File: config.mk
export PLATFORM = sky130hd
export DESIGN_NAME = cnu_msg_gen_flat
export DESIGN_NICKNAME = d
export VERILOG_FILES = /design/src/rtl/cnu_msg_gen_pkg.sv /design/src/rtl/cnu_msg_gen_if.sv /design/src/rtl/cnu_sign_dly.sv /design/src/rtl/cnu_msg_gen.sv /design/src/flat_wrapper.sv
export SDC_FILE = /design/constraint.sdc
export NUM_CORES = 1
export LEC_CHECK = 0
export CORE_AREA = 8 8 108 110
export CTS_CLUSTER_DIAMETER = 120
export CTS_CLUSTER_SIZE = 14
export DETAILED_ROUTE_END_ITERATION = 8
export DIE_AREA = 0 0 116 118
export HOLD_SLACK_MARGIN = 0.1
export PLACE_DENSITY = 0.59
export SYNTH_ARGS = -nofsm -noshare
export SYNTH_HDL_FRONTEND = slang
export SYNTH_SLANG_ARGS = --single-unit
File: constraint.sdc
create_clock -name clk -period 2.5 [get_ports clk]
set_input_delay 0.375 -clock clk [delete_from_list [all_inputs] [get_ports clk]]
set_output_delay 0.375 -clock clk [all_outputs]
set_load 0.02 [all_outputs]
File: src/rtl/cnu_msg_gen_pkg.sv
// Shared check-node definitions: default widths, message width, sign-magnitude packing, offset saturation.
// Latency: n/a (types and pure functions only).
// Backpressure: n/a.
// Helpers work on a fixed 32-bit magnitude container so one function serves every instantiated width;
// callers zero-extend into mag_t and size-cast the result back down.
package cnu_msg_gen_pkg;

    localparam int unsigned CNU_DATA_W = 8;
    localparam int unsigned CNU_IDX_W  = 8;
    localparam int unsigned CNU_D      = 5;
    localparam int unsigned CNU_LAT    = 2;
    localparam int unsigned CNU_OFFSET = 1;
    localparam int unsigned MAG_MAX_W  = 32;

    typedef logic [MAG_MAX_W-1:0] mag_t;
    typedef logic [MAG_MAX_W:0]   sm_t;

    // A message is one sign bit above a data_w-bit magnitude.
    function automatic int unsigned msg_width(input int unsigned data_w);
        return data_w + 1;
    endfunction

    // Offset min-sum magnitude correction; clamps at zero instead of wrapping.
    function automatic mag_t offset_sat(input mag_t mag, input mag_t offset);
        return (mag > offset) ? (mag - offset) : '0;
    endfunction

    // Places the sign at bit w above a magnitude that must already fit in w bits.
    function automatic sm_t sm_pack(input logic sign, input mag_t mag, input int unsigned w);
        return {1'b0, mag} | ({{MAG_MAX_W{1'b0}}, sign} << w);
    endfunction

    function automatic logic sm_sign(input sm_t msg, input int unsigned w);
        sm_t tmp;
        tmp = msg >> w;
        return tmp[0];
    endfunction

    function automatic mag_t sm_mag(input sm_t msg, input int unsigned w);
        sm_t mask;
        mask = ({{MAG_MAX_W{1'b0}}, 1'b1} << w) - 1'b1;
        return mag_t'(msg & mask);
    endfunction

endpackage

File: src/rtl/cnu_msg_gen_if.sv
// Row-level bus between the merge tree / sign source and the check-to-variable message generator.
// Latency: n/a (wires only).
// Backpressure: none; master presents rows and results, slave produces messages every cycle.
// Ports: in_valid/in_sign (row entry), min/min2/min_idx (merge-tree results LAT cycles later),
//        out_msg/out_valid (generated messages).
interface cnu_msg_gen_if #(
    parameter int unsigned data_w = 8,
    parameter int unsigned idx_w  = 8,
    parameter int unsigned D      = 5
) ();
    logic                      in_valid;
    logic [D-1:0]              in_sign;
    logic [data_w-1:0]         min;
    logic [data_w-1:0]         min2;
    logic [idx_w-1:0]          min_idx;
    logic [(data_w+1)*D-1:0]   out_msg;
    logic                      out_valid;

    modport master (
        output in_valid, in_sign, min, min2, min_idx,
        input  out_msg, out_valid
    );

    modport slave (
        input  in_valid, in_sign, min, min2, min_idx,
        output out_msg, out_valid
    );
endinterface

File: src/rtl/cnu_sign_dly.sv
// Valid+data delay line keeping row signs aligned with the merge-tree pipeline.
// Latency: LAT cycles (LAT=0 is a straight wire).
// Backpressure: none; shifts every cycle, synchronous rst clears valid and data.
// Ports: clk, rst, in_vld/in_dat (row entry), out_vld/out_dat (delayed copy).
module cnu_sign_dly #(
    parameter int unsigned W   = 5,
    parameter int unsigned LAT = 2
) (
    input  logic         clk,
    input  logic         rst,
    input  logic         in_vld,
    input  logic [W-1:0] in_dat,
    output logic         out_vld,
    output logic [W-1:0] out_dat
);
    if (LAT == 0) begin : g_wire
        logic unused_clk_rst;
        assign unused_clk_rst = clk ^ rst;
        assign out_vld = in_vld;
        assign out_dat = in_dat;
    end else begin : g_regs
        logic         vld_sr [LAT];
        logic [W-1:0] dat_sr [LAT];

        always_ff @(posedge clk) begin
            if (rst) begin
                for (int i = 0; i < LAT; i++) begin
                    vld_sr[i] <= 1'b0;
                    dat_sr[i] <= '0;
                end
            end else begin
                vld_sr[0] <= in_vld;
                dat_sr[0] <= in_dat;
                for (int i = 1; i < LAT; i++) begin
                    vld_sr[i] <= vld_sr[i-1];
                    dat_sr[i] <= dat_sr[i-1];
                end
            end
        end

        assign out_vld = vld_sr[LAT-1];
        assign out_dat = dat_sr[LAT-1];
    end
endmodule

File: src/rtl/cnu_msg_gen.sv
// Check-node output stage: offset min-sum check-to-variable messages, sign-magnitude, D lanes per row.
// Latency: LAT+2 cycles from in_valid to out_valid; one row per cycle, no bubbles.
// Backpressure: none; synchronous rst drops every in-flight row.
// Ports: clk, rst, bus (slave: in_valid/in_sign/min/min2/min_idx in, out_msg/out_valid out).
module cnu_msg_gen
    import cnu_msg_gen_pkg::*;
#(
    parameter int unsigned data_w = CNU_DATA_W,
    parameter int unsigned idx_w  = CNU_IDX_W,
    parameter int unsigned D      = CNU_D,
    parameter int unsigned LAT    = CNU_LAT,
    parameter int unsigned OFFSET = CNU_OFFSET
) (
    input  logic          clk,
    input  logic          rst,
    cnu_msg_gen_if.slave  bus
);
    localparam int unsigned MSG_W = msg_width(data_w);

    // Stage 0: signs delayed to line up with min/min2/min_idx.
    logic         dv;
    logic [D-1:0] ds;

    cnu_sign_dly #(
        .W   (D),
        .LAT (LAT)
    ) u_sign_dly (
        .clk     (clk),
        .rst     (rst),
        .in_vld  (bus.in_valid),
        .in_dat  (bus.in_sign),
        .out_vld (dv),
        .out_dat (ds)
    );

    // Stage 1: offset-corrected magnitudes and total sign parity.
    logic              v1;
    logic              tot1;
    logic [D-1:0]      s1;
    logic [data_w-1:0] m1;
    logic [data_w-1:0] m2_1;
    logic [idx_w-1:0]  i1;

    always_ff @(posedge clk) begin
        if (rst) begin
            v1   <= 1'b0;
            tot1 <= 1'b0;
            s1   <= '0;
            m1   <= '0;
            m2_1 <= '0;
            i1   <= '0;
        end else begin
            v1   <= dv;
            tot1 <= ^ds;
            s1   <= ds;
            m1   <= data_w'(offset_sat(mag_t'(bus.min),  mag_t'(OFFSET)));
            m2_1 <= data_w'(offset_sat(mag_t'(bus.min2), mag_t'(OFFSET)));
            i1   <= bus.min_idx;
        end
    end

    // Stage 2: per-lane extrinsic selection. The min lane gets min2; an index >= D
    // (padding lane from the merge tree) matches no lane, so every lane gets min.
    // The lane's own sign is removed from the total parity; zero magnitudes stay positive.
    logic [D*MSG_W-1:0] next_msg;
    logic [data_w-1:0]  lane_mag;
    logic               lane_neg;

    always_comb begin
        next_msg = '0;
        lane_mag = '0;
        lane_neg = 1'b0;
        for (int k = 0; k < int'(D); k++) begin
            lane_mag = (int'(i1) == k) ? m2_1 : m1;
            lane_neg = (tot1 ^ s1[k]) & (lane_mag != '0);
            next_msg[MSG_W*k +: MSG_W] = MSG_W'(sm_pack(lane_neg, mag_t'(lane_mag), data_w));
        end
    end

    logic [D*MSG_W-1:0] out_msg_q;
    logic               out_valid_q;

    always_ff @(posedge clk) begin
        if (rst) begin
            out_msg_q   <= '0;
            out_valid_q <= 1'b0;
        end else begin
            out_msg_q   <= next_msg;
            out_valid_q <= v1;
        end
    end

    assign bus.out_msg   = out_msg_q;
    assign bus.out_valid = out_valid_q;
endmodule
File: src/flat_wrapper.sv
// flat-port wrapper written by rule: the top's interface ports become plain ports
module cnu_msg_gen_flat import cnu_msg_gen_pkg::*;
#(
    parameter int unsigned data_w = CNU_DATA_W,
    parameter int unsigned idx_w  = CNU_IDX_W,
    parameter int unsigned D      = CNU_D,
    parameter int unsigned LAT    = CNU_LAT,
    parameter int unsigned OFFSET = CNU_OFFSET
)
  (clk, rst, bus_in_valid, bus_in_sign, bus_min, bus_min2, bus_min_idx, bus_out_msg, bus_out_valid);
  cnu_msg_gen_if #(.data_w(data_w), .idx_w(idx_w), .D(D)) bus_i ();
  input  logic clk;
  input  logic rst;
  input wire logic [$bits(bus_i.in_valid)-1:0] bus_in_valid;
  input wire logic [$bits(bus_i.in_sign)-1:0] bus_in_sign;
  input wire logic [$bits(bus_i.min)-1:0] bus_min;
  input wire logic [$bits(bus_i.min2)-1:0] bus_min2;
  input wire logic [$bits(bus_i.min_idx)-1:0] bus_min_idx;
  output wire logic [$bits(bus_i.out_msg)-1:0] bus_out_msg;
  output wire logic [$bits(bus_i.out_valid)-1:0] bus_out_valid;
  assign bus_i.in_valid = bus_in_valid;
  assign bus_i.in_sign = bus_in_sign;
  assign bus_i.min = bus_min;
  assign bus_i.min2 = bus_min2;
  assign bus_i.min_idx = bus_min_idx;
  assign bus_out_msg = bus_i.out_msg;
  assign bus_out_valid = bus_i.out_valid;
  cnu_msg_gen #(.data_w(data_w), .idx_w(idx_w), .D(D), .LAT(LAT), .OFFSET(OFFSET)) u_core (.clk(clk), .rst(rst), .bus(bus_i));
endmodule
==> results of run 1 <==
-- state kept, by name (all words and copies together), names as in the netlist --
name / count
u_core.bus.out_msg: 45
u_core.u_sign_dly.g_regs.dat_sr: 10
u_core.i1: 8
u_core.m1: 8
u_core.m2_1: 8
u_core.s1: 5
u_core.u_sign_dly.g_regs.vld_sr: 2
u_core.bus.out_valid: 1
u_core.tot1: 1
u_core.v1: 1
-- how the worst min path moves through the flow --
stage / startpoint / end / slack (ns) / depth (start not counted)
2_1_floorplan: u_core.v1 / u_core.bus.out_valid / 0.41 / 1
3_5_place_dp: u_core.u_sign_dly.g_regs.dat_sr[0][3] / u_core.u_sign_dly.g_regs.dat_sr[0][8] / 0.42 / 1
6_report: u_core.u_sign_dly.g_regs.dat_sr[0][3] / u_core.u_sign_dly.g_regs.dat_sr[0][8] / 0.44 / 1
5_1_grt: u_core.u_sign_dly.g_regs.vld_sr[1] / u_core.v1 / 0.46 / 1
4_1_cts: u_core.u_sign_dly.g_regs.dat_sr[0][3] / u_core.u_sign_dly.g_regs.dat_sr[0][8] / 0.44 / 1
3_3_place_gp: u_core.u_sign_dly.g_regs.dat_sr[0][3] / u_core.u_sign_dly.g_regs.dat_sr[0][8] / 0.42 / 1
-- cells in the mapped netlist --
cell,number,share of area
nor3b_1,2,0.0043
ha_1,4,0.014
xor2_1,3,0.0075
buf_2,2,0.0029
mux2i_1,1,0.0029
o41ai_4,2,0.016
a211oi_2,1,0.0036
nor4b_4,2,0.014
inv_1,6,0.0064
a2111oi_1,2,0.0057
or4bb_1,1,0.0032
or3_1,4,0.0071
nand3_1,32,0.046
and4bb_1,1,0.0036
o21ai_1,13,0.019
nor4_1,5,0.0089
nor4_4,2,0.012
or4b_1,3,0.0086
nand4b_1,8,0.020
dfxtp_1,89,0.51
buf_6,2,0.0064
or4_1,11,0.024
clkbuf_1,21,0.023
nor2b_1,27,0.048
a2111oi_0,2,0.0050
nand2_1,7,0.0075
buf_4,2,0.0043
nor2_1,14,0.015
o21ai_0,30,0.043
xnor2_1,9,0.023
o31ai_1,3,0.0064
nor4_2,1,0.0036
or2_0,1,0.0018
a21oi_1,46,0.066
or3b_1,1,0.0025
clkbuf_2,1,0.0014
xnor3_1,1,0.0064
-- critical path: stages (launching register included) --
cell and delay (ns):
dfxtp_1 0.73, or4b_1 0.43, nor4_1 0.10, a2111oi_0 0.48
-- metal layers --
layer / track usage / share of wire / vias to the layer above
met4: 0.0495 / 0.023 / 0
met3: 0.0508 / 0.11 / 26
li1: - / - / 1419
met1: 0.153 / 0.40 / 1304
met2: 0.201 / 0.46 / 148
met5: 0 / 0 / -
-- logic make-up (layout without fill, tap and decap cells) --
family / Yosys count / count (layout) / synth area share
compound gates: 99 / 99 / 0.164
xor+xnor: 13 / 13 / 0.0365
fa+ha+maj: 4 / 4 / 0.0143
buf+inv: 34 / 104 / 0.0440
flops: 89 / 89 / 0.509
mux: 1 / 1 / 0.00286
simple gates: 122 / 122 / 0.230
-- placed cells by master, fill, tap and decap left out, types with 2 or more instances in the layout --
cell              n
clkinv_2          3
nand3_1          32
nor2b_1          27
clkdlybuf4s50_1  76
o21ai_0          30
inv_1             6
nand4b_1          8
or3_1             4
a21oi_1          46
buf_4             7
xnor2_1           9
nor4_1            5
o41ai_4           2
nand2_1           7
or4_1            11
ha_1              4
o21ai_1          13
xor2_1            3
o31ai_1           3
nor4_4            2
or4b_1            3
clkbuf_8          9
nor2_1           14
dfxtp_1          89
nor4b_4           2
a2111oi_1         2
nor3b_1           2
a2111oi_0         2
-- area by class of cell --
type / count / share of cell area
well taps: 136 / 0.0378
repair buffers: 84 / 0.182
clock inverters: 4 / 0.00500
multi-input cells: 239 / 0.347
clock buffers: 10 / 0.0283
flip-flops and latches: 89 / 0.395
inverters: 6 / 0.00500
-- per-stage QoR --
| step | utilization | cell area [µm²] |
|---|---|---|
| finish | 0.451 | 4510 |
| floorplan | - | 3500 |
| CTS | 0.451 | 4510 |
| detailed placement | 0.436 | 4360 |
| global placement | 0.436 | 4360 |
| global route | 0.451 | 4510 |
-- power by group through the flow --
| stage | logic (W) | clock network [W] | registers, W |
|---|---|---|---|
| final | 0.000419 | 0.000796 | 0.00157 |
| after global routing | 0.000454 | 0.000881 | 0.00157 |
| after CTS | 0.000420 | 0.000822 | 0.00156 |
| after detailed placement | 0.000419 | 0 | 0.00160 |
| after global placement | 0.000415 | 0 | 0.00160 |
| after floorplan | 0.000206 | 0 | 0.00161 |
==> results.toml, run 1 <==
[outcome]
status = "finished clean"

[clock_tree]
clk_latency_ns = 0.35
tritoncts = "done"
htreeDepth = 3
cts_buffers = 9
clkSinkCount = 89
cts_setup_buffers = 0
cts_hold_buf = 0
clockBufferDepth = 2
cts-root-buf = "clkbuf_8"
ctsResizeCount = 0
clk_pin_slew_ns = 0.08

[run]
cap_violations = 0

[grt]
gr-total-overflow = 0
antenna_found_initial = 0
grt_start_max_net_pins = 47
grt_pass1_wl_um = 14000
grt_util_all_layers = 0.129
grt_pass1_vias = 2778

[setup_path]
r2r-start = "u_core.i1[3]"
crit_path_start_kind = "flip-flop"
worstReg2RegEnd = "u_core.bus.out_msg[17]"
cp.required_ns = 2.70
crit_fanout = 17
arrival_ns = 2.09
rrSetupSlack_ns = 0.61
worst-r2r-cell-count = 3
critPathCapture = "u_core.bus.out_msg[17]"
path_class = "flip-flop to flip-flop"
end_kind = "flip-flop"
crit_path_start = "u_core.i1[3]"

[floorplan]
die-area_mm2 = 0.0137
coreArea_mm2 = 0.0100
start_util = 0.350
die_width_um = 116
die_y_um = 118
pin_count = 78
rows = 37

[placed_design]
dp.final_hpwl_um = 6240
place.gp.congestion = 0.858
placed_cells = 554
place_ws_ns = 0.299
portBuffers = 77

[routing]
drtAntennaViolNets = 0
wl_per_cell_um = 15.4
dr.pass1.iters = 5
via_per_inst = 5.10
drc = 0
dr_total_vias = 2897
drt-total-wl_um = 8750
drtIter0Drc = 211

[final_layout]
drive_above_1_share = 0.0671
multi_input_area_mm2 = 0.00156
antenna_cells = 0
fin_cells = 568
synthToLayoutAreaGrowth_pct = 28.8
fillCellCount = 972
seq_area_mm2 = 0.00178
nNetsFinal = 465

[pwr]
total_power_w = 0.00278
p_int_w = 0.00204
ir_drop_mv = 0.451
comb_power_share = 0.151
p_seq_frac = 0.563
p_sw_w = 0.000744
power_leakage_nw = 1.53
power_density_mw_per_mm2 = 617
p_clk_frac = 0.286
switching_share = 0.268

[logic_synthesis]
ys_ff_latch = 89
post_synth.cell_area_avg_um2 = 9.67
synth.distinct_cells = 37
seq_area_frac_synth = 0.509
synthCells = 362
syn_nets = 398
synth_area_mm2 = 0.00350
yosys_warnings = 0

[sta]
final_hold_viol_count = 0
max_freq_mhz = 530
skew_ns = 0.00948
rsz0062_at_grt = "no"
setup_violations = 0
finalSetupTns_ns = 0
whs_ns = 0.438
layout_setup_ws_ns = 0.613
tightest_slew_ns = 0.635
report.final.slew_viol_count = 0
slew_headroom = 0.576
period_share = 0.755
fin_crit_ns = 1.89

[hold_path]
worstHoldPathType = "flip-flop to flip-flop"
No activity file was read; power rests on OpenSTA's default activity.
==> run 2: changes to the inputs <==
==> constraint.sdc (replaced) <==
create_clock -name clk -period 1.84 [get_ports clk]
set_input_delay 0.276 -clock clk [delete_from_list [all_inputs] [get_ports clk]]
set_output_delay 0.276 -clock clk [all_outputs]
set_load 0.02 [all_outputs]
==> run 2 against run 1 <==
  * Total power increased by 59%
  * Highest routed layer unchanged
  * Worst hold slack got worse by 0.24 ns
  * First-iteration DRC count increased by 10%
  * Non-clock buffer count increased by 39
  * Critical path type unchanged
==> results.toml, run 2 (synthesis results as in run 1) <==
[sta]
final_hold_viol_count = 0
skew_ns = 0.00542
slew_headroom = 0.682
finalSetupTns_ns = 0
setup_violations = 0
fin_crit_ns = 1.71
report.final.slew_viol_count = 0
period_share = 0.928
rsz0062_at_grt = "no"
max_freq_mhz = 586
tightest_slew_ns = 0.466
whs_ns = 0.197

[routing]
wl_per_cell_um = 14.6
drtAntennaViolNets = 0
dr_total_vias = 3038
dr.pass1.iters = 5
via_per_inst = 4.99
drt-total-wl_um = 8920
drc = 0
drtIter0Drc = 232

[grt]
grt_pass1_wl_um = 14700
gr-total-overflow = 0
grt_start_max_net_pins = 41
antenna_found_initial = 0
grt_pass1_vias = 3048
grt_util_all_layers = 0.134

[placed_design]
placed_cells = 593
dpl-instance-area_mm2 = 0.00465
portBuffers = 77
dp.final_hpwl_um = 6760
place.gp.congestion = 0.929

[floorplan]
die_y_um = 118
die_width_um = 116
start_util = 0.350
pin_count = 78
rows = 37
coreArea_mm2 = 0.0100
die-area_mm2 = 0.0137

[final_layout]
drive_above_1_share = 0.148
fin_cells = 609
nNetsFinal = 504
layout_common_cells = "88 x dfxtp_1, 76 x clkdlybuf4s50_1, 46 x a21oi_1, 46 x buf_4, 32 x nand3_1"
largest_reg_flops = 45
antenna_cells = 0
synthToLayoutAreaGrowth_pct = 40.3
design_area_mm2 = 0.00491
final_common_cell = "dfxtp_1"
fillCellCount = 975

[setup_path]
worst-r2r-cell-count = 4
cp.required_ns = 2.05
r2r-start = "u_core.i1[7]"
end_kind = "flip-flop"
path_class = "flip-flop to flip-flop"
arrival_ns = 1.91
crit_path_start = "u_core.i1[7]"
crit_path_start_kind = "flip-flop"
crit_fanout = 37

[pwr]
ir_drop_mv = 0.579
power_density_mw_per_mm2 = 903
power_leakage_nw = 1.77
total_power_w = 0.00443

[run]
cap_violations = 0

[clock_tree]
clockBufferDepth = 2
clk_pin_slew_ns = 0.08
cts_buffers = 9
cts_hold_buf = 0
clkSinkCount = 89
cts-root-buf = "clkbuf_8"
tritoncts = "done"
cts_setup_buffers = 0
clk_latency_ns = 0.35
htreeDepth = 3

[hold_path]
hp-start = "rst"
hold_path_depth = 2
worstHoldPathType = "input port to flip-flop"

[outcome]
status = "finished clean"
run 2: cell types whose count changed in the layout (fill, tap and decap cells not counted):
cell / before / now
dfxtp_1: 89 / 88
buf_4: 7 / 46
clkbuf_1: 1 / 2
dfxtp_2: 0 / 1
bufinv_16: 0 / 4
clkinv_2: 3 / 0
run 2: final timing paths:
path,endpoint,slack [ns]
min,u_core.tot1,0.20
max reg2reg,u_core.bus.out_msg[35],0.13
max,u_core.bus.out_msg[35],0.13
min reg2reg,u_core.u_sign_dly.g_regs.dat_sr[0][8],0.44
run 2: final cells by class:
class	instances	area [µm²]	area share
Clock buffer	11	131	0.0268
Clock inverter	5	128	0.0260
Inverter	6	22.5	0.00459
Multi-Input combinational cell	239	1560	0.319
Sequential cell	89	1780	0.363
Tap cell	136	170	0.0347
Timing Repair Buffer	123	1110	0.226
run 2: per-layer routing:
metal / part of all wire / global-route usage / vias up
li1: - / - / 1503
met1: 0.41 / 0.157 / 1394
met2: 0.48 / 0.226 / 123
met3: 0.090 / 0.0431 / 18
met4: 0.014 / 0.0381 / 0
met5: 0 / 0 / -
run 2: power breakdown:
part	total [W]	internal (W)	switching [W]	leakage, nW
Sequential	0.00209	0.00203	0.0000573	0.734
Combinational	0.000675	0.000324	0.000351	0.910
Clock	0.00167	0.00104	0.000632	0.124
run 2: metrics by stage:
| step | worst slack (ns) | util |
|---|---|---|
| 2_1_floorplan | 0.298 | - |
| 3_3_place_gp | -0.167 | 0.465 |
| 3_5_place_dp | -0.198 | 0.465 |
| 4_1_cts | 0.0919 | 0.491 |
| 5_1_grt | 0.0110 | 0.491 |
| 6_report | 0.133 | 0.491 |
run 2: timing repair:
item / in CTS / in global routing
gates resized for setup: 0 / 1
endpoints found under the setup margin: 0 / 1
endpoints found under the hold margin: 0 / 0
run 2: worst max-delay path: stages (launching register included):
cell,delay [ns]
dfxtp_1,0.33
or4_1,0.52
buf_4,0.24
nor4_1,0.33
a2111oi_0,0.13
==> run 3: changes to the inputs <==
--- a/config.mk
+++ b/config.mk
@@ -10,7 +10,9 @@
 export CTS_CLUSTER_SIZE = 14
 export DETAILED_ROUTE_END_ITERATION = 8
 export DIE_AREA = 0 0 116 118
+export GPL_ROUTABILITY_DRIVEN = 1
 export HOLD_SLACK_MARGIN = 0.1
+export MAX_ROUTING_LAYER = met4
 export PLACE_DENSITY = 0.59
 export SYNTH_ARGS = -nofsm -noshare
 export SYNTH_HDL_FRONTEND = slang
==> run 3 against run 2 <==
  * Utilization increased by 0.050 points
  * Non-clock buffer count shrank 1
  * Register-to-register slack got worse by 0.02 ns
  * Critical path type unchanged
  * Global-route usage about the same
  * First-iteration DRC count shrank 23%
  * Critical endpoint is now u_core.bus.out_msg[26]
  * Critical path depth decreased by 1
  * Total power increased by 0.32%
  * Highest routed layer unchanged
  * Routed wire length rose by 0.62%
  * Largest cell class unchanged
  * Worst setup slack worse by 0.024 ns
  * Cell count decreased by 0.16%
  * Die area stayed put
==> results.toml, run 3 (synthesis results as in run 1) <==
[outcome]
status = "finished clean"

[clock_tree]
cts_hold_buf = 0
cts-root-buf = "clkbuf_8"
clkSinkCount = 89
cts_setup_buffers = 0
clk_latency_ns = 0.35
htreeDepth = 3
cts_buffers = 9
tritoncts = "done"
clockBufferDepth = 2
clk_pin_slew_ns = 0.08

[setup_path]
rrSetupSlack_ns = 0.11
crit_path_start_kind = "flip-flop"
arrival_ns = 1.94
worstReg2RegEnd = "u_core.bus.out_msg[26]"
crit_family = "simple AND/OR/NAND/NOR gates"
end_kind = "flip-flop"
crit_path_cell_trace = "or4b_1 -> nor4_1 -> a2111oi_1"
crit_path_start = "u_core.i1[1]"
r2r-start = "u_core.i1[1]"
cp_num_buf_inv = 0
path_class = "flip-flop to flip-flop"
crit_fanout = 10
path_depth = 3
cp.required_ns = 2.05
cp_slowest_cell = "or4b_1"
max_stage_delay_ns = 0.63
critPathCapture = "u_core.bus.out_msg[26]"
worst-r2r-cell-count = 3

[grt]
grt_pass1_vias = 2942
grt_start_max_net_pins = 47
gr-total-overflow = 0
grt_pass1_wl_um = 14400
grt_util_all_layers = 0.134
antenna_found_initial = 0

[final_layout]
nNetsFinal = 503
fillCellCount = 966
drive_above_1_share = 0.146
synthToLayoutAreaGrowth_pct = 40.4
largest_reg_flops = 45
design_area_mm2 = 0.00491
final_common_cell = "dfxtp_1"
layout_common_cells = "88 x dfxtp_1, 76 x clkdlybuf4s50_1, 46 x a21oi_1, 44 x buf_4, 32 x nand3_1"
antenna_cells = 0

[pwr]
p_seq_frac = 0.469
power_density_mw_per_mm2 = 905
ir_drop_mv = 0.470
p_sw_w = 0.00105
power_leakage_nw = 1.77
switching_share = 0.236
p_clk_frac = 0.378
p_int_w = 0.00340
comb_power_share = 0.153

[routing]
dr.pass1.iters = 5
wl_per_cell_um = 14.8
dr_total_vias = 3072
drc = 0
drtAntennaViolNets = 0
via_per_inst = 5.05
drt-total-wl_um = 8970
drtIter0Drc = 179

[sta]
tightest_slew_ns = 0.466
report.final.slew_viol_count = 0
max_freq_mhz = 578
period_share = 0.941
skew_ns = 0.00828
finalSetupTns_ns = 0
slew_headroom = 0.682
final_hold_viol_count = 0
setup_violations = 0
rsz0062_at_grt = "no"
fin_crit_ns = 1.73

[floorplan]
die-area_mm2 = 0.0137
coreArea_mm2 = 0.0100
die_y_um = 118
rows = 37
pin_count = 78
die_width_um = 116
start_util = 0.350

[placed_design]
portBuffers = 77
dp.final_hpwl_um = 6700
place.gp.congestion = 0.896
dpl-instance-area_mm2 = 0.00465

[hold_path]
worstHoldPathType = "input port to flip-flop"

[run]
cap_violations = 0
-- run 3: cell types whose count changed in the layout (fill, tap and decap cells not counted) --
cell	previous run	this run
buf_12	0	1
buf_4	46	44
-- run 3: area by class of cell --
| cell class | instances | area [µm²] | area share |
|---|---|---|---|
| sequential | 89 | 1780 | 0.363 |
| timing repair buffer | 122 | 1120 | 0.227 |
| inverter | 6 | 22.5 | 0.00458 |
| tap | 136 | 170 | 0.0346 |
| multi-input combinational | 239 | 1560 | 0.318 |
| clock buffer | 11 | 131 | 0.0267 |
| clock inverter | 5 | 128 | 0.0260 |
-- run 3: repair_timing --
item                                    CTS  global route
endpoints found under the setup margin    0             1
resized for setup                         0             1
hold endpoints to repair                  0             0
-- run 3: worst min-delay path by stage --
stage,startpoint,to,slack (ns),cells after the start
after floorplan,bus_min[0],u_core.m1[0],0.35,1
after global placement,u_core.u_sign_dly.g_regs.dat_sr[0][4],u_core.u_sign_dly.g_regs.dat_sr[0][9],0.42,1
after detailed placement,u_core.v1,u_core.bus.out_valid,0.42,1
after CTS,rst,u_core.u_sign_dly.g_regs.vld_sr[1],0.25,2
after global routing,rst,u_core.v1,0.26,2
final,rst,u_core.u_sign_dly.g_regs.vld_sr[1],0.25,2
-- run 3: power by group through the flow --
stage	registers, W	clock network [W]	logic, W
floorplan	0.00219	0	0.000280
global placement	0.00213	0	0.000670
detailed placement	0.00213	0	0.000680
CTS	0.00209	0.00171	0.000683
global route	0.00210	0.00179	0.000735
finish	0.00209	0.00168	0.000682
-- run 3: worst register-to-register path, delay by kind of cell (launching register included) --
| family | cells | cell delay, ns |
|---|---|---|
| flip-flops | 1 | 0.57 |
| AND/OR/NAND/NOR | 2 | 0.90 |
| AO/OA/AOI/OAI | 1 | 0.12 |
-- run 3: layer usage --
metal / track usage / routed length, µm / up-vias
met5: - / 0 / -
met3: 0.0344 / 655 / 28
met1: 0.158 / 3880 / 1409
li1: - / - / 1502
met4: 0.0560 / 238 / 0
met2: 0.211 / 4200 / 133
-- run 3: stage by stage --
| stage | hold WS [ns] | total power (W) | std cells | setup WS, ns | utilization |
|---|---|---|---|---|---|
| after CTS | 0.246 | 0.00448 | 608 | 0.0677 | 0.491 |
| after detailed placement | 0.424 | 0.00281 | 592 | -0.190 | 0.465 |
| after floorplan | 0.348 | 0.00247 | 362 | 0.298 | - |
| final | 0.254 | 0.00445 | 608 | 0.109 | 0.491 |
| after global placement | 0.420 | 0.00280 | 592 | -0.169 | 0.465 |
| after global routing | 0.261 | 0.00463 | 608 | 0.00843 | 0.491 |
